## src/rtl/amns_pkg.sv

```systemverilog
// ============================================================================
//  Module      : amns_pkg
//  Description : Shared types and layout helpers for the AMNS host loader.
//                Holds the loader state encoding and the BRAM operand layout
//                (M'_0, M, A, B regions) as functions of N and s.
//  Revision    : 1.0 - initial release
// ============================================================================
`default_nettype none

package amns_pkg;

  // Loader control states
  typedef enum logic [2:0] {
    IDLE      = 3'd0,
    LOAD      = 3'd1,
    FLUSH     = 3'd2,
    START     = 3'd3,
    WAIT_CORE = 3'd4,
    UNLOAD    = 3'd5
  } state_t;

  // Region base offsets inside the shared operand/result BRAM
  function automatic int amns_base_m0(input int n, input int s);
    return 0;
  endfunction

  function automatic int amns_base_m(input int n, input int s);
    return n;
  endfunction

  function automatic int amns_base_a(input int n, input int s);
    return n + n * s;
  endfunction

  function automatic int amns_base_b(input int n, input int s);
    return n + 2 * n * s;
  endfunction

  // Result words produced by the core (read back from address 0 upward)
  function automatic int amns_res_words(input int n, input int s);
    return n * s;
  endfunction

  // Operand words: the load ends where the B region ends
  function automatic int amns_load_words(input int n, input int s);
    return amns_base_b(n, s) + amns_res_words(n, s);
  endfunction

  // BRAM address width covering the whole 4*N*s word window
  function automatic int amns_addr_w(input int n, input int s);
    return $clog2(4 * n * s);
  endfunction

endpackage

`default_nettype wire

```

## src/rtl/amns_readback_fifo.sv

```systemverilog
// ============================================================================
//  Module      : amns_readback_fifo
//  Description : Small synchronous FIFO catching BRAM read data during result
//                readback. Exposes its occupancy so the loader can issue reads
//                on credit and never overrun it. Head word drives the output.
//  Revision    : 1.0 - initial release
// ============================================================================
`default_nettype none

module amns_readback_fifo #(
  parameter int DEPTH = 4,
  parameter int W     = 64
) (
  input  logic                         clk,
  input  logic                         rst_n,
  input  logic                         push,
  input  logic [W-1:0]                 din,
  input  logic                         pop,
  output logic [W-1:0]                 dout,
  output logic                         valid,
  output logic [$clog2(DEPTH+1)-1:0]   occ
);

  localparam int PW    = (DEPTH > 1) ? $clog2(DEPTH) : 1;
  localparam int OCC_W = $clog2(DEPTH + 1);

  logic [W-1:0]     mem [DEPTH];
  logic [PW-1:0]    wp;
  logic [PW-1:0]    rp;
  logic [OCC_W-1:0] cnt;
  logic             do_push;
  logic             do_pop;

  // A push into a full FIFO or a pop from an empty one is ignored
  assign do_push = push && (cnt != OCC_W'(DEPTH));
  assign do_pop  = pop && (cnt != '0);

  assign dout  = mem[rp];
  assign valid = (cnt != '0);
  assign occ   = cnt;

  // Storage, pointers and occupancy
  always_ff @(posedge clk or negedge rst_n) begin
    if (!rst_n) begin
      for (int i = 0; i < DEPTH; i++) begin
        mem[i] <= '0;
      end
      wp  <= '0;
      rp  <= '0;
      cnt <= '0;
    end else begin
      if (do_push) begin
        mem[wp] <= din;
        wp      <= (wp == PW'(DEPTH - 1)) ? '0 : wp + PW'(1);
      end
      if (do_pop) begin
        rp <= (rp == PW'(DEPTH - 1)) ? '0 : rp + PW'(1);
      end
      case ({do_push, do_pop})
        2'b10:   cnt <= cnt + OCC_W'(1);
        2'b01:   cnt <= cnt - OCC_W'(1);
        default: cnt <= cnt;
      endcase
    end
  end

endmodule

`default_nettype wire

```

## src/rtl/amns_host_loader.sv

```systemverilog
// ============================================================================
//  Module      : amns_host_loader
//  Description : Host front end of the AMNS multiplier. Streams one operand
//                set into the shared BRAM (M'_0, M, A, B), pulses the core
//                start, waits for done, then streams the N*s result words out
//                with valid/ready/last.
//                Optional: define AMNS_LOADER_TIMEOUT_EN to add a watchdog on
//                the core done that flags error_o after TIMEOUT_CYCLES.
//  Revision    : 1.0 - initial release
// ============================================================================
`default_nettype none

module amns_host_loader
  import amns_pkg::*;
#(
  parameter int S              = 5,
  parameter int N              = 5,
  parameter int WORD_W         = 64,
  parameter int RD_LAT         = 2,
  parameter int TIMEOUT_CYCLES = 65535
) (
  input  logic                        clock_i,
  input  logic                        reset_n_i,
  input  logic [WORD_W-1:0]           s_tdata_i,
  input  logic                        s_tvalid_i,
  output logic                        s_tready_o,
  input  logic                        s_tlast_i,
  output logic [WORD_W-1:0]           m_tdata_o,
  output logic                        m_tvalid_o,
  input  logic                        m_tready_i,
  output logic                        m_tlast_o,
  output logic [amns_addr_w(N,S)-1:0] bram_addr_o,
  output logic                        bram_en_o,
  output logic                        bram_we_o,
  output logic [WORD_W-1:0]           bram_wdata_o,
  input  logic [WORD_W-1:0]           bram_rdata_i,
  output logic                        core_rst_o,
  output logic                        core_start_o,
  input  logic                        core_done_i,
  output logic                        busy_o,
  output logic                        error_o
);

  localparam int AW         = amns_addr_w(N, S);
  localparam int LOAD_WORDS = amns_load_words(N, S);
  localparam int RES_WORDS  = amns_res_words(N, S);
  localparam int DEPTH      = RD_LAT + 2;
  localparam int OCC_W      = $clog2(DEPTH + 1);
  localparam int SUM_W      = OCC_W + 1;

  localparam logic [AW-1:0] LAST_LOAD = AW'(LOAD_WORDS - 1);
  localparam logic [AW-1:0] RES_END   = AW'(RES_WORDS);
  localparam logic [AW-1:0] RES_LAST  = AW'(RES_WORDS - 1);

  if (RD_LAT < 1 || TIMEOUT_CYCLES < 1) begin : g_bad_params
    $error("amns_host_loader: RD_LAT and TIMEOUT_CYCLES must be at least 1");
  end

  state_t            state;
  logic [AW-1:0]     cnt;
  logic [AW-1:0]     rd_addr;
  logic [AW-1:0]     out_cnt;
  logic              ready_q;
  logic              core_rst_q;
  logic              start_q;
  logic              busy_q;
  logic              err_q;
  logic [RD_LAT-1:0] pipe;
  logic [OCC_W-1:0]  inflight;
  logic [OCC_W-1:0]  occ;
  logic [SUM_W-1:0]  credit;
  logic              accept;
  logic              load_wr;
  logic              issue;
  logic              fifo_valid;
  logic              pop;

`ifdef AMNS_LOADER_TIMEOUT_EN
  localparam logic [31:0] TO_LAST = 32'(TIMEOUT_CYCLES - 1);
  logic [31:0] tcnt;
`endif

  assign accept  = s_tvalid_i & ready_q;
  assign load_wr = accept & ((state == IDLE) | (state == LOAD));

  // Reads already issued but not yet landed in the FIFO
  always_comb begin
    inflight = '0;
    for (int i = 0; i < RD_LAT; i++) begin
      inflight = inflight + OCC_W'(pipe[i]);
    end
  end

  // A read only goes out when its data is guaranteed a FIFO slot
  assign credit = {1'b0, occ} + {1'b0, inflight};
  assign issue  = (state == UNLOAD) && (rd_addr < RES_END) && (credit < SUM_W'(DEPTH));
  assign pop    = fifo_valid & m_tready_i;

  assign bram_en_o    = load_wr | issue;
  assign bram_we_o    = load_wr;
  assign bram_addr_o  = (state == UNLOAD) ? rd_addr : cnt;
  assign bram_wdata_o = load_wr ? s_tdata_i : '0;

  assign s_tready_o   = ready_q;
  assign core_rst_o   = core_rst_q;
  assign core_start_o = start_q;
  assign busy_o       = busy_q;
  assign error_o      = err_q;
  assign m_tvalid_o   = fifo_valid;
  assign m_tlast_o    = fifo_valid & (out_cnt == RES_LAST);

  // Read-latency tracker: a bit per issued read, marching toward the FIFO
  always_ff @(posedge clock_i or negedge reset_n_i) begin
    if (!reset_n_i) begin
      pipe <= '0;
    end else begin
      pipe <= (pipe << 1) | RD_LAT'(issue);
    end
  end

  amns_readback_fifo #(
    .DEPTH (DEPTH),
    .W     (WORD_W)
  ) u_fifo (
    .clk   (clock_i),
    .rst_n (reset_n_i),
    .push  (pipe[RD_LAT-1]),
    .din   (bram_rdata_i),
    .pop   (pop),
    .dout  (m_tdata_o),
    .valid (fifo_valid),
    .occ   (occ)
  );

  // Control FSM with registered handshake/core outputs
  always_ff @(posedge clock_i or negedge reset_n_i) begin
    if (!reset_n_i) begin
      state      <= IDLE;
      cnt        <= '0;
      rd_addr    <= '0;
      out_cnt    <= '0;
      ready_q    <= 1'b0;
      core_rst_q <= 1'b1;
      start_q    <= 1'b0;
      busy_q     <= 1'b0;
      err_q      <= 1'b0;
`ifdef AMNS_LOADER_TIMEOUT_EN
      tcnt       <= '0;
`endif
    end else begin
      start_q <= 1'b0;
      case (state)
        IDLE: begin
          ready_q    <= 1'b1;
          core_rst_q <= 1'b1;
          busy_q     <= 1'b0;
          if (accept) begin
            if (s_tlast_i) begin
              // A one-beat frame can never be a complete operand set
              err_q <= 1'b1;
            end else begin
              err_q      <= 1'b0;
              cnt        <= AW'(1);
              state      <= LOAD;
              core_rst_q <= 1'b0;
              busy_q     <= 1'b1;
            end
          end
        end

        LOAD: begin
          if (accept) begin
            if (cnt == LAST_LOAD) begin
              cnt <= '0;
              if (s_tlast_i) begin
                state   <= START;
                ready_q <= 1'b0;
                start_q <= 1'b1;
              end else begin
                state <= FLUSH;
                err_q <= 1'b1;
              end
            end else if (s_tlast_i) begin
              state      <= IDLE;
              err_q      <= 1'b1;
              cnt        <= '0;
              core_rst_q <= 1'b1;
              busy_q     <= 1'b0;
            end else begin
              cnt <= cnt + AW'(1);
            end
          end
        end

        FLUSH: begin
          if (accept && s_tlast_i) begin
            state      <= IDLE;
            core_rst_q <= 1'b1;
            busy_q     <= 1'b0;
          end
        end

        START: begin
          state <= WAIT_CORE;
`ifdef AMNS_LOADER_TIMEOUT_EN
          tcnt  <= '0;
`endif
        end

        WAIT_CORE: begin
          if (core_done_i) begin
            state   <= UNLOAD;
            rd_addr <= '0;
            out_cnt <= '0;
          end
`ifdef AMNS_LOADER_TIMEOUT_EN
          else if (tcnt == TO_LAST) begin
            state      <= IDLE;
            err_q      <= 1'b1;
            core_rst_q <= 1'b1;
            busy_q     <= 1'b0;
            ready_q    <= 1'b1;
          end else begin
            tcnt <= tcnt + 32'd1;
          end
`endif
        end

        UNLOAD: begin
          if (issue) begin
            rd_addr <= rd_addr + AW'(1);
          end
          if (pop) begin
            if (out_cnt == RES_LAST) begin
              // Returning to IDLE re-asserts core reset, clearing its sticky done
              state      <= IDLE;
              core_rst_q <= 1'b1;
              busy_q     <= 1'b0;
              ready_q    <= 1'b1;
            end else begin
              out_cnt <= out_cnt + AW'(1);
            end
          end
        end

        default: begin
          state <= IDLE;
        end
      endcase
    end
  end

endmodule

`default_nettype wire

```

## config.mk

```make
export PLATFORM = sky130hd
export DESIGN_NAME = amns_host_loader
export DESIGN_NICKNAME = d
export VERILOG_FILES = /design/src/rtl/amns_pkg.sv /design/src/rtl/amns_readback_fifo.sv /design/src/rtl/amns_host_loader.sv
export SDC_FILE = /design/constraint.sdc
export NUM_CORES = 1
export LEC_CHECK = 0
export CAP_MARGIN = 40
export CORE_UTILIZATION = 32
export CTS_CLUSTER_DIAMETER = 30
export DETAILED_ROUTE_END_ITERATION = 10
export PLACE_DENSITY_LB_ADDON = 0.1
export SYNTH_ARGS = -nofsm -noshare
export SYNTH_HDL_FRONTEND = slang
export SYNTH_SLANG_ARGS = --single-unit
```

## constraint.sdc

```tcl
create_clock -name clock_i -period 3.2 [get_ports clock_i]
set_input_delay 0.64 -clock clock_i [delete_from_list [all_inputs] [get_ports clock_i]]
set_output_delay 0.64 -clock clock_i [all_outputs]
set_load 0.02 [all_outputs]
```

== Word level (Yosys, flattened, before mapping) ==
Index checks and enable logic that the tools add are counted.
Cells by class
  $add $sub $neg: 9
  $lt $le $gt $ge: 5
  equality and inequality tests: 26
  multiplexer cells: 63
  bitwise operators: 9
  reductions and logical operators: 20
Operators with widths (number)
  $bwmux W256: 1
  $mux W64: 4
  $bmux W64 S2: 1
  $demux W64 S2: 1
  $mux W7: 10
  $pmux W7 S2: 3
  $mux W3: 9
  $mux W1: 26
  $add A7 B1 Y7 const B: 3
  $ne A2 B2 Y1 const B: 9
  $pmux W3 S6: 1
  $pmux W1 S4: 2
  $reduce_and A4 Y1: 2
  $reduce_and A8 Y1: 1
  $eq A7 B5 Y1 const B: 1
  $eq A7 B7 Y1 const B: 1
  $lt A7 B5 Y1 const B: 1
  $reduce_and A7 Y1: 1
  $eq A2 B2 Y1 const B: 3
  $eq A3 B2 Y1 const B: 2
  $eq A3 B3 Y1 const B: 2
  $ge A3 B3 Y1 const B: 2
  $logic_and A1 B1 Y1: 6
  $ne A2 B1 Y1 const B: 3
  26 further kinds: 37
Storage, ports and cells
  register bits: 294
  output and inout port bits: 144
  logic and storage cells: 149

== Depth between registers and ports, before layout ==
Gate-level depths: netlist of the first run.
  depth after elaboration: 6
  mapped depth: 9
  gate-level depth less buffers: 9

== Cells and area by module ==
From an unflattened synthesis of the first run, not the netlist that was laid out.
Unflattened totals
  cell total of the unflattened synthesis: 929
  area, all modules: 13890.8 um^2
By module, submodules not included
  amns_readback_fifo: times used 1, cells an instance 657, area an instance 11567.3 um^2, seq. area each 6581.3 um^2
  amns_host_loader: times used 1, cells an instance 272, area an instance 2323.5 um^2, seq. area each 777.0 um^2

== Worst setup path before layout of the first run ==
Ideal clock, no wire load.
  kind: register to output
  start point: register state[1]
  end point: output port bram_en_o
  data arrival time: 1.735 ns
  data required time: 2.560 ns
  slack: 0.825 ns
  stages on the path, launching flop included: 6
  path buffers: 1
  cell sequence: dfrtp_1 -> or4b_4 -> a2111oi_4 -> nor2b_1 -> buf_4 -> or2_2
On the way
  cells in the longest elaborated chain, start to end: 4
  elaborated cells between the ends (all ways): 8
  classes of those cells: eq/ne: 2; bitwise: 3; reduce/logical: 3
RTL lines
  start, declared: line amns_host_loader.sv:59  | state_t state;
  start signal, assigned: line amns_host_loader.sv:138  | state <= IDLE;
  start signal, assigned: line amns_host_loader.sv:164  | state <= LOAD;
  start signal, assigned: line amns_host_loader.sv:176  | state <= START;
  $eq A3 B3 Y1: line amns_host_loader.sv:96  | assign issue = (state == UNLOAD) && (rd_addr < RES_END) && (credit < SUM_W'(DEPTH));
  $logic_and A1 B1 Y1 (2 in series): line amns_host_loader.sv:96
  named net issue: line amns_host_loader.sv:74  | logic issue;
  $or A1 B1 Y1: line amns_host_loader.sv:99  | assign bram_en_o = load_wr | issue;
  end, declared: line amns_host_loader.sv:33  | output logic bram_en_o,
The timed path passes the listed nets, and every way through them passes these cells.

== Worst setup path in the final report of the first run ==
  start point: register u_fifo.rp[0]
  end point: output port m_tdata_o[28]
On the way
  cells in the longest elaborated chain, start to end: 4
RTL lines
  start, declared: line amns_readback_fifo.sv:29  | logic [PW-1:0] rp;
  start signal, assigned: line amns_readback_fifo.sv:57  | rp <= (rp == PW'(DEPTH - 1)) ? '0 : rp + PW'(1);
  $not A2 Y3 (not written as such): line amns_readback_fifo.sv:38  | assign dout = mem[rp];
  $bmux W64 S2: line amns_readback_fifo.sv:38
  $mux W64 (not written as such) (2 in series): line amns_readback_fifo.sv:38
  end, declared: line amns_host_loader.sv:28  | output logic [WORD_W-1:0] m_tdata_o,
No other way between the ends. The select of a mux whose other input is x is not followed.

==> results by group, run 1 <==
Logic synthesis
  • Synth unique cells: 57
  • YS warnings: 0
  • Post-synthesis cell count: 909
  • Post-Syn Area: 0.0137 mm2
  • Yosys reg bits: 294
  • Register area share after synthesis: 53.5%
  • Mean Syn Cell Area: 15.1 um2
  • Syn nets: 1055
  • EDFF count, synth: 0
  • Synth Flop Type: dfrtp_1
  • Post-synth ARST share: 100%

Clock network
  • CTS sink count: 294
  • Max clock buf depth: 3
  • Root buf cell: clkbuf_16
  • CTS H-tree depth: 3
  • Cts bufs inserted: 82
  • Reg clk slew, reported paths: 0.04 ns
  • CTS tree: built
  • Clk Latency, worst-skew pair: 0.57 ns

Timing
  • Final Cycle Share: 97.3%
  • Fmax: 0.321 GHz
  • Worst Skew: 0.0180 ns
  • Hold Vio Cnt, Final: 0
  • Finish-stage setup viols: 0
  • Max-slew violation count: 0
  • Worst-Margin Slew: 0.686 ns
  • Final hold slack: 0.386 ns
  • Fin crit period: 3.11 ns
  • Rel. slew slack: 54.1%

Cells and area
  • Antenna cells: 0
  • Fraction of layout cells with a size suffix above 1: 39.0%
  • Area grow syn2layout: 46.9%
  • Layout fillers: 3724
  • Layout Nets: 1400
  • Post-Route Utilization: 47.9%

Setup path
  • Critical path origin: u_fifo.rp[0]$_DFFE_PN0P_
  • Startpoint types: register
  • Reg-to-reg endpoint: u_fifo.mem[163]$_DFFE_PN0P_
  • Peak fanout along the critical path: 18
  • Launch point of the worst reg-to-reg path: u_fifo.occ[1]$_DFFE_PN0P_
  • Kind of critical path: reg -> out
  • Reg2reg setup slack: 0.77 ns
  • R2R cell count: 5
  • Req. time, crit path: 2.56 ns
  • Crit. End Element: primary output
  • CP Data Arrival Time: 2.47 ns
  • Crit path to: m_tdata_o[28]

Detailed routing
  • Post-route ant nets: 0
  • Final wirelength: 36.3 mm
  • Vias per cell: 4.83
  • Detailed Routing Iterations Pass 1: 4
  • Vias: 8978
  • WL/cell: 19.5 um
  • Drc violations: 0
  • Iter 0 DRT Violations: 303

Global route
  • Initial antenna violation count: 0
  • Grt total ovfl: 0
  • First-pass GRT wire length: 58.0 mm
  • Vias in the first global route: 10100
  • Pin count of the biggest net entering global routing: 75
  • Tot GR Track Use: 17.2%

Floorplan
  • Die X: 209 um
  • Core footprint: 0.0421 mm2
  • Die Ht: 209 um
  • Rows: 75
  • Die ar.: 0.0438 mm2
  • Initial Utilization: 32.6%
  • # IOs: 278

Place
  • GPL Wtd Cong: 0.809
  • Dpl hpwl: 23.5 mm
  • Port-buffer cells: 277

Flow run
  • Max Cap Violations: 0

Run status
  • Status: complete, no violations

Power and ir drop
  • Static Leak: 9.21 nW
  • Sw Pwr: 5.41 mW
  • Reg power frac: 27.8%
  • Switching Share: 28.7%
  • Combinational share of power: 29.8%
  • Worst VDD drop: 0.384 mV
  • P_int: 13.4 mW
  • Pwr dens: 932 mW/mm2
  • Clock share of power: 42.4%

Hold path
  • Hold Path Class: reg -> reg
cells in the final DEF, fill, tap and decap left out, types with 4 or more instances in the layout:
| cell | n |
|---|---|
| clkbuf_16 | 84 |
| clkdlybuf4s50_1 | 208 |
| buf_12 | 11 |
| nand3_1 | 9 |
| and3_1 | 4 |
| clkinv_2 | 15 |
| dlymetal6s2s_1 | 65 |
| clkbuf_1 | 18 |
| mux2i_1 | 6 |
| buf_4 | 20 |
| and2_1 | 67 |
| bufinv_16 | 7 |
| a21oi_1 | 5 |
| clkbuf_8 | 16 |
| nand4_1 | 6 |
| nor2_1 | 15 |
| nand2_4 | 4 |
| clkinvlp_4 | 5 |
| mux2_2 | 264 |
| ha_1 | 11 |
| mux4_2 | 64 |
| xor2_1 | 4 |
| o21ai_0 | 20 |
| nand2_1 | 24 |
| dfrtp_1 | 291 |
| inv_1 | 14 |
layer usage:
layer | up-vias | part of all wire (%) | track usage, %
li1 | 4060 | - | -
met3 | 59 | 5.9 | 4.90
met2 | 295 | 51 | 29.5
met1 | 4564 | 41 | 20.7
met4 | 0 | 2.0 | 5.81
met5 | - | 0 | 0
timing repair:
item / in CTS / in global routing
hold buffers: 1 / 0
hold endpoints to repair: 19 / 0
setup endpoints to repair: 16 / 75
pin swaps: 0 / 1
gates resized for setup: 9 / 68
gates cloned: 0 / 1
setup buffers: 2 / 1
power by group through the flow:
stage          registers (mW)  logic [mW]  clock network, mW
5_1_grt                  5.36        6.00               8.40
4_1_cts                  5.23        5.76               8.15
3_3_place_gp             5.25        5.72                  0
2_1_floorplan            5.03        3.44                  0
6_report                 5.23        5.61               7.98
3_5_place_dp             5.27        5.74                  0
cell usage after synthesis (all sizes together), types with 3 or more instances:
| library cell | count | area share [%] |
|---|---|---|
| a21oi | 5 | 0.18 |
| and2 | 67 | 3.1 |
| and3 | 4 | 0.18 |
| buf | 24 | 1.4 |
| clkbuf | 27 | 1.6 |
| dfrtp | 293 | 53 |
| ha | 11 | 1.0 |
| inv | 14 | 0.38 |
| mux2 | 265 | 22 |
| mux2i | 6 | 0.44 |
| mux4 | 64 | 10 |
| nand2 | 28 | 0.84 |
| nand3 | 9 | 0.33 |
| nand4 | 6 | 0.27 |
| nor2 | 15 | 0.41 |
| nor3 | 3 | 0.11 |
| o211ai | 3 | 0.16 |
| o21ai | 21 | 0.76 |
| o31ai | 4 | 0.32 |
| xor2 | 4 | 0.25 |
final cells by class:
cell class              count  area (um2)  area share, %
flip-flops and latches    294        7370           36.5
multi-input cells         550        5960           29.5
repair buffers            312        3380           16.8
inverters                  14        52.6          0.260
clock inverters            32         389           1.93
well taps                 539         674           3.34
clock buffers             117        2360           11.7
flip-flops by register name (all words and copies together), names as in the netlist:
| name | count |
|---|---|
| u_fifo.mem | 256 |
| cnt | 7 |
| out_cnt | 7 |
| rd_addr | 7 |
| state | 3 |
| u_fifo.occ | 3 |
| pipe | 2 |
| u_fifo.rp | 2 |
| u_fifo.wp | 2 |
| busy_o | 1 |
| core_rst_o | 1 |
| core_start_o | 1 |
| error_o | 1 |
| s_tready_o | 1 |
worst min-delay path by stage:
| stage | end | cells after the start | from |
|---|---|---|---|
| floorplan | busy_o$_DFFE_PN0P_ | 0 | reset_n_i |
| finish | pipe[1]$_DFF_PN0_ | 0 | pipe[0]$_DFF_PN0_ |
| CTS | pipe[1]$_DFF_PN0_ | 0 | pipe[0]$_DFF_PN0_ |
| detailed placement | pipe[1]$_DFF_PN0_ | 0 | pipe[0]$_DFF_PN0_ |
| global placement | pipe[1]$_DFF_PN0_ | 0 | pipe[0]$_DFF_PN0_ |
| global route | pipe[1]$_DFF_PN0_ | 0 | pipe[0]$_DFF_PN0_ |
metrics by stage:
stage / setup slack, ns / instances / instance area (um2) / total power, mW / TNS [ns]
final: 0.0865 / 1858 / 20200 / 18.8 / 0
after detailed placement: 0.152 / 1704 / 17200 / 11.0 / 0
after CTS: 0.00322 / 1856 / 20000 / 19.1 / 0
after global placement: 0.135 / 1704 / 17200 / 11.0 / 0
after global routing: -0.0193 / 1858 / 20200 / 19.8 / -0.0699
after floorplan: 0.825 / 909 / 13700 / 8.48 / 0
critical path: stages (launching register included):
cell and delay [ns]:
dfrtp_4 0.53, buf_12 0.24, mux4_2 0.54, clkdlybuf4s50_1 0.58
kinds of logic after synthesis:
group                      synth area share [%]
muxes                                      32.6
buffers and inverters                      3.41
xor gates and xnor gates                  0.382
AOI/OAI and AO/OA                          2.55
DFF                                        53.5
adders and majority gates                  1.15
and+or+nand+nor                            6.32
Power figures use the tool's default switching activity.
==> run 2, diff against run 1 <==
==> constraint.sdc (replaced) <==
create_clock -name clock_i -period 2.65 [get_ports clock_i]
set_input_delay 0.53 -clock clock_i [delete_from_list [all_inputs] [get_ports clock_i]]
set_output_delay 0.53 -clock clock_i [all_outputs]
set_load 0.02 [all_outputs]
==> run 2 against run 1 <==
  * The flow now finishes with violations (negative setup slack)
  * Largest power group unchanged
  * Sequential cell count did not move
  * Combinational power rose by 18%
  * First-iteration DRC count rose by 5.0%
  * Critical path depth rose by 2
  * Non-clock buffer count increased by 39
  * Setup slack worse by 0.14 ns
  * Cell area is 0.65% lower
  * Routed wire length grew 1.5%
  * Via count increased by 2.1%
  * Largest cell class unchanged
  * Total power rose by 20%
==> results by group, run 2 (same netlist as run 1, synthesis figures left out) <==
Hold path
  • Hold Path Class: reg -> reg

Timing
  • Worst-Margin Slew: 0.653 ns (-0.0331 ns)
  • Hold Vio Cnt, Final: 0 (unchanged)
  • Final Cycle Share: 102%
  • Final WS setup: -0.0525 ns (-0.139 ns)
  • Worst Skew: 0.0197 ns (+0.00178 ns)
  • Fin crit period: 2.70 ns
  • Max-slew violation count: 0 (unchanged)
  • Fmax: 0.370 GHz
  • Finish-stage setup viols: 1 (+1)
  • RSZ-0062 raised after global routing: yes
  • Rel. slew slack: 56.5% (+2.3 points)

Cells and area
  • Area grow syn2layout: 46.0%
  • Max reg flops: 256 (unchanged)
  • Layout Nets: 1435 (+2.5%)
  • Reg with most FFs: u_fifo.mem
  • Post-Route Utilization: 47.6% (-0.31 points)
  • Layout fillers: 3738 (+0.38%)
  • Commonest non-fill, non-tap cell in the layout: dfrtp_1
  • Commonest cells after routing, fill and taps aside: dfrtp_1, mux2_2, clkdlybuf4s50_1, buf_2, clkbuf_16
  • Fraction of layout cells with a size suffix above 1: 50.8% (+12 points)

Detailed routing
  • Final wirelength: 36.8 mm (+1.5%)
  • Detailed Routing Iterations Pass 1: 4 (unchanged)
  • Post-route ant nets: 0 (unchanged)
  • WL met3: 2.06 mm (-3.4%)
  • Iter 0 DRT Violations: 318 (+5.0%)
  • Vias: 9167 (+2.1%)
  • Vias per cell: 4.85 (+0.27%)
  • Met2 wire len: 18.6 mm (+0.55%)
  • Max Used Layer: met5
  • Metal1 wirelength: 15.3 mm (+2.1%)
  • Drc violations: 0 (unchanged)
  • WL/cell: 19.5 um (-0.34%)

Power and ir drop
  • Pwr dens: 1120 mW/mm2 (+21%)
  • Design Power: 22.6 mW (+20%)
  • Worst VDD drop: 0.455 mV (+18%)
  • Static Leak: 8.77 nW (-4.9%)

Setup path
  • Crit path max-delay family: simple AND/OR/NAND/NOR gates
  • Kind of critical path: reg -> out
  • Startpoint types: register
  • Req. time, crit path: 2.12 ns (-0.44 ns)
  • Slowest CP cell: or4b_4
  • Crit. End Element: primary output
  • Buffers and inverters on the worst path: 1 (-1)
  • Crit-path max cell delay: 0.51 ns (-0.07 ns)
  • Peak fanout along the critical path: 3 (-15)
  • CP Data Arrival Time: 2.17 ns (-0.30 ns)
  • CP cell instances: or4b_4 > a2111oi_4 > nor2b_4 > or2_2 > buf_6

Clock network
  • Root buf cell: clkbuf_16
  • Max clock buf depth: 3 (unchanged)
  • CTS sink count: 294 (unchanged)
  • Cts bufs inserted: 78 (-4.9%)
  • CTS tree: built
  • Clk Latency, worst-skew pair: 0.57 ns (about the same)
  • CTS H-tree depth: 3 (unchanged)
  • Reg clk slew, reported paths: 0.04 ns (about the same)

Place
  • Dpl hpwl: 24.1 mm (+2.3%)
  • GPL Wtd Cong: 0.858 (+6.1%)
  • Port-buffer cells: 277 (unchanged)

Global route
  • Vias in the first global route: 10100 (-0.89%)
  • Grt total ovfl: 0 (unchanged)
  • First-pass GRT wire length: 58.1 mm (+0.20%)
  • Tot GR Track Use: 17.4% (+0.20 points)
  • Initial antenna violation count: 3 (+3)
  • Pin count of the biggest net entering global routing: 75 (unchanged)

Flow run
  • Max Cap Violations: 0 (unchanged)

Floorplan
  • Core footprint: 0.0421 mm2 (unchanged)
  • Die Ht: 209 um (unchanged)
  • Rows: 75 (unchanged)
  • Die X: 209 um (unchanged)
  • # IOs: 278 (unchanged)
  • Initial Utilization: 32.6% (unchanged)
  • Die ar.: 0.0438 mm2 (unchanged)

Run status
  • Failing checks: negative setup slack
  • Status: complete, but fails checks
==> run 2: cell count changes in the layout (fill, tap and decap cells not counted), sizes merged, moves of 3 or more <==
cell,delta
inv,-3
clkdlybuf4s15,+5
buf,+168
dlymetal6s2s,-65
clkdlybuf4s50,-70
bufinv,+3
==> run 2: final cells by class <==
type                            instances  area, um2  share of cell area [%]
Sequential cell                       294       7370                    36.7
Multi-Input combinational cell        550       5960                    29.7
Timing Repair Buffer                  351       3270                    16.3
Clock buffer                          113       2310                    11.5
Tap cell                              539        674                    3.36
Clock inverter                         29        424                    2.11
Inverter                               14       52.6                   0.262
Antenna cell                            2       5.00                  0.0250
==> run 2: power breakdown <==
part           internal, mW  leakage (nW)  switching [mW]
Sequential             5.62          3.47           0.667
Clock                  6.94          1.34            2.70
Combinational          3.49          3.95            3.15
Total                  16.0          8.77            6.51
==> run 2: per-stage QoR <==
stage	cells	TNS, ns	setup WS (ns)	instance area, um2	hold WS, ns
global placement	1728	-8.77	-0.164	17500	0.362
floorplan	909	0	0.385	13700	0.234
detailed placement	1728	-9.68	-0.171	17500	0.376
global route	1892	-0.644	-0.135	20100	0.506
CTS	1880	-0.863	-0.172	19900	0.388
finish	1892	-0.0525	-0.0525	20100	0.481
==> run 2: final timing paths <==
kind                                         endpoint            startpoint  depth (start not counted)  slack, ns
max in group asynchronous      s_tready_o$_DFFE_PN0P_             reset_n_i                          3       1.35
setup reg to reg                   cnt[6]$_DFFE_PN0P_  state[1]$_DFFE_PN0P_                          9       0.45
min in group asynchronous  u_fifo.mem[22]$_DFFE_PN0P_             reset_n_i                          2       0.56
hold reg to reg                     pipe[1]$_DFF_PN0_     pipe[0]$_DFF_PN0_                          1       0.48
setup / recovery                            bram_en_o  state[1]$_DFFE_PN0P_                          5      -0.05
hold / removal                      pipe[1]$_DFF_PN0_     pipe[0]$_DFF_PN0_                          1       0.48
==> run 2: metal layers <==
layer | vias to the layer above | global-route usage [%]
met5 | - | 0
met3 | 59 | 4.57
li1 | 4152 | -
met4 | 2 | 6.72
met2 | 294 | 29.4
met1 | 4660 | 21.2
==> run 2: repair_timing <==
| action | CTS | global route |
|---|---|---|
| pin swaps | 2 | 4 |
| setup buffers | 5 | 8 |
| setup endpoints to repair | 136 | 57 |
| hold buffers | 1 | 0 |
| gates cloned | 4 | 2 |
| endpoints found under the hold margin | 38 | 0 |
| resized for setup | 558 | 62 |
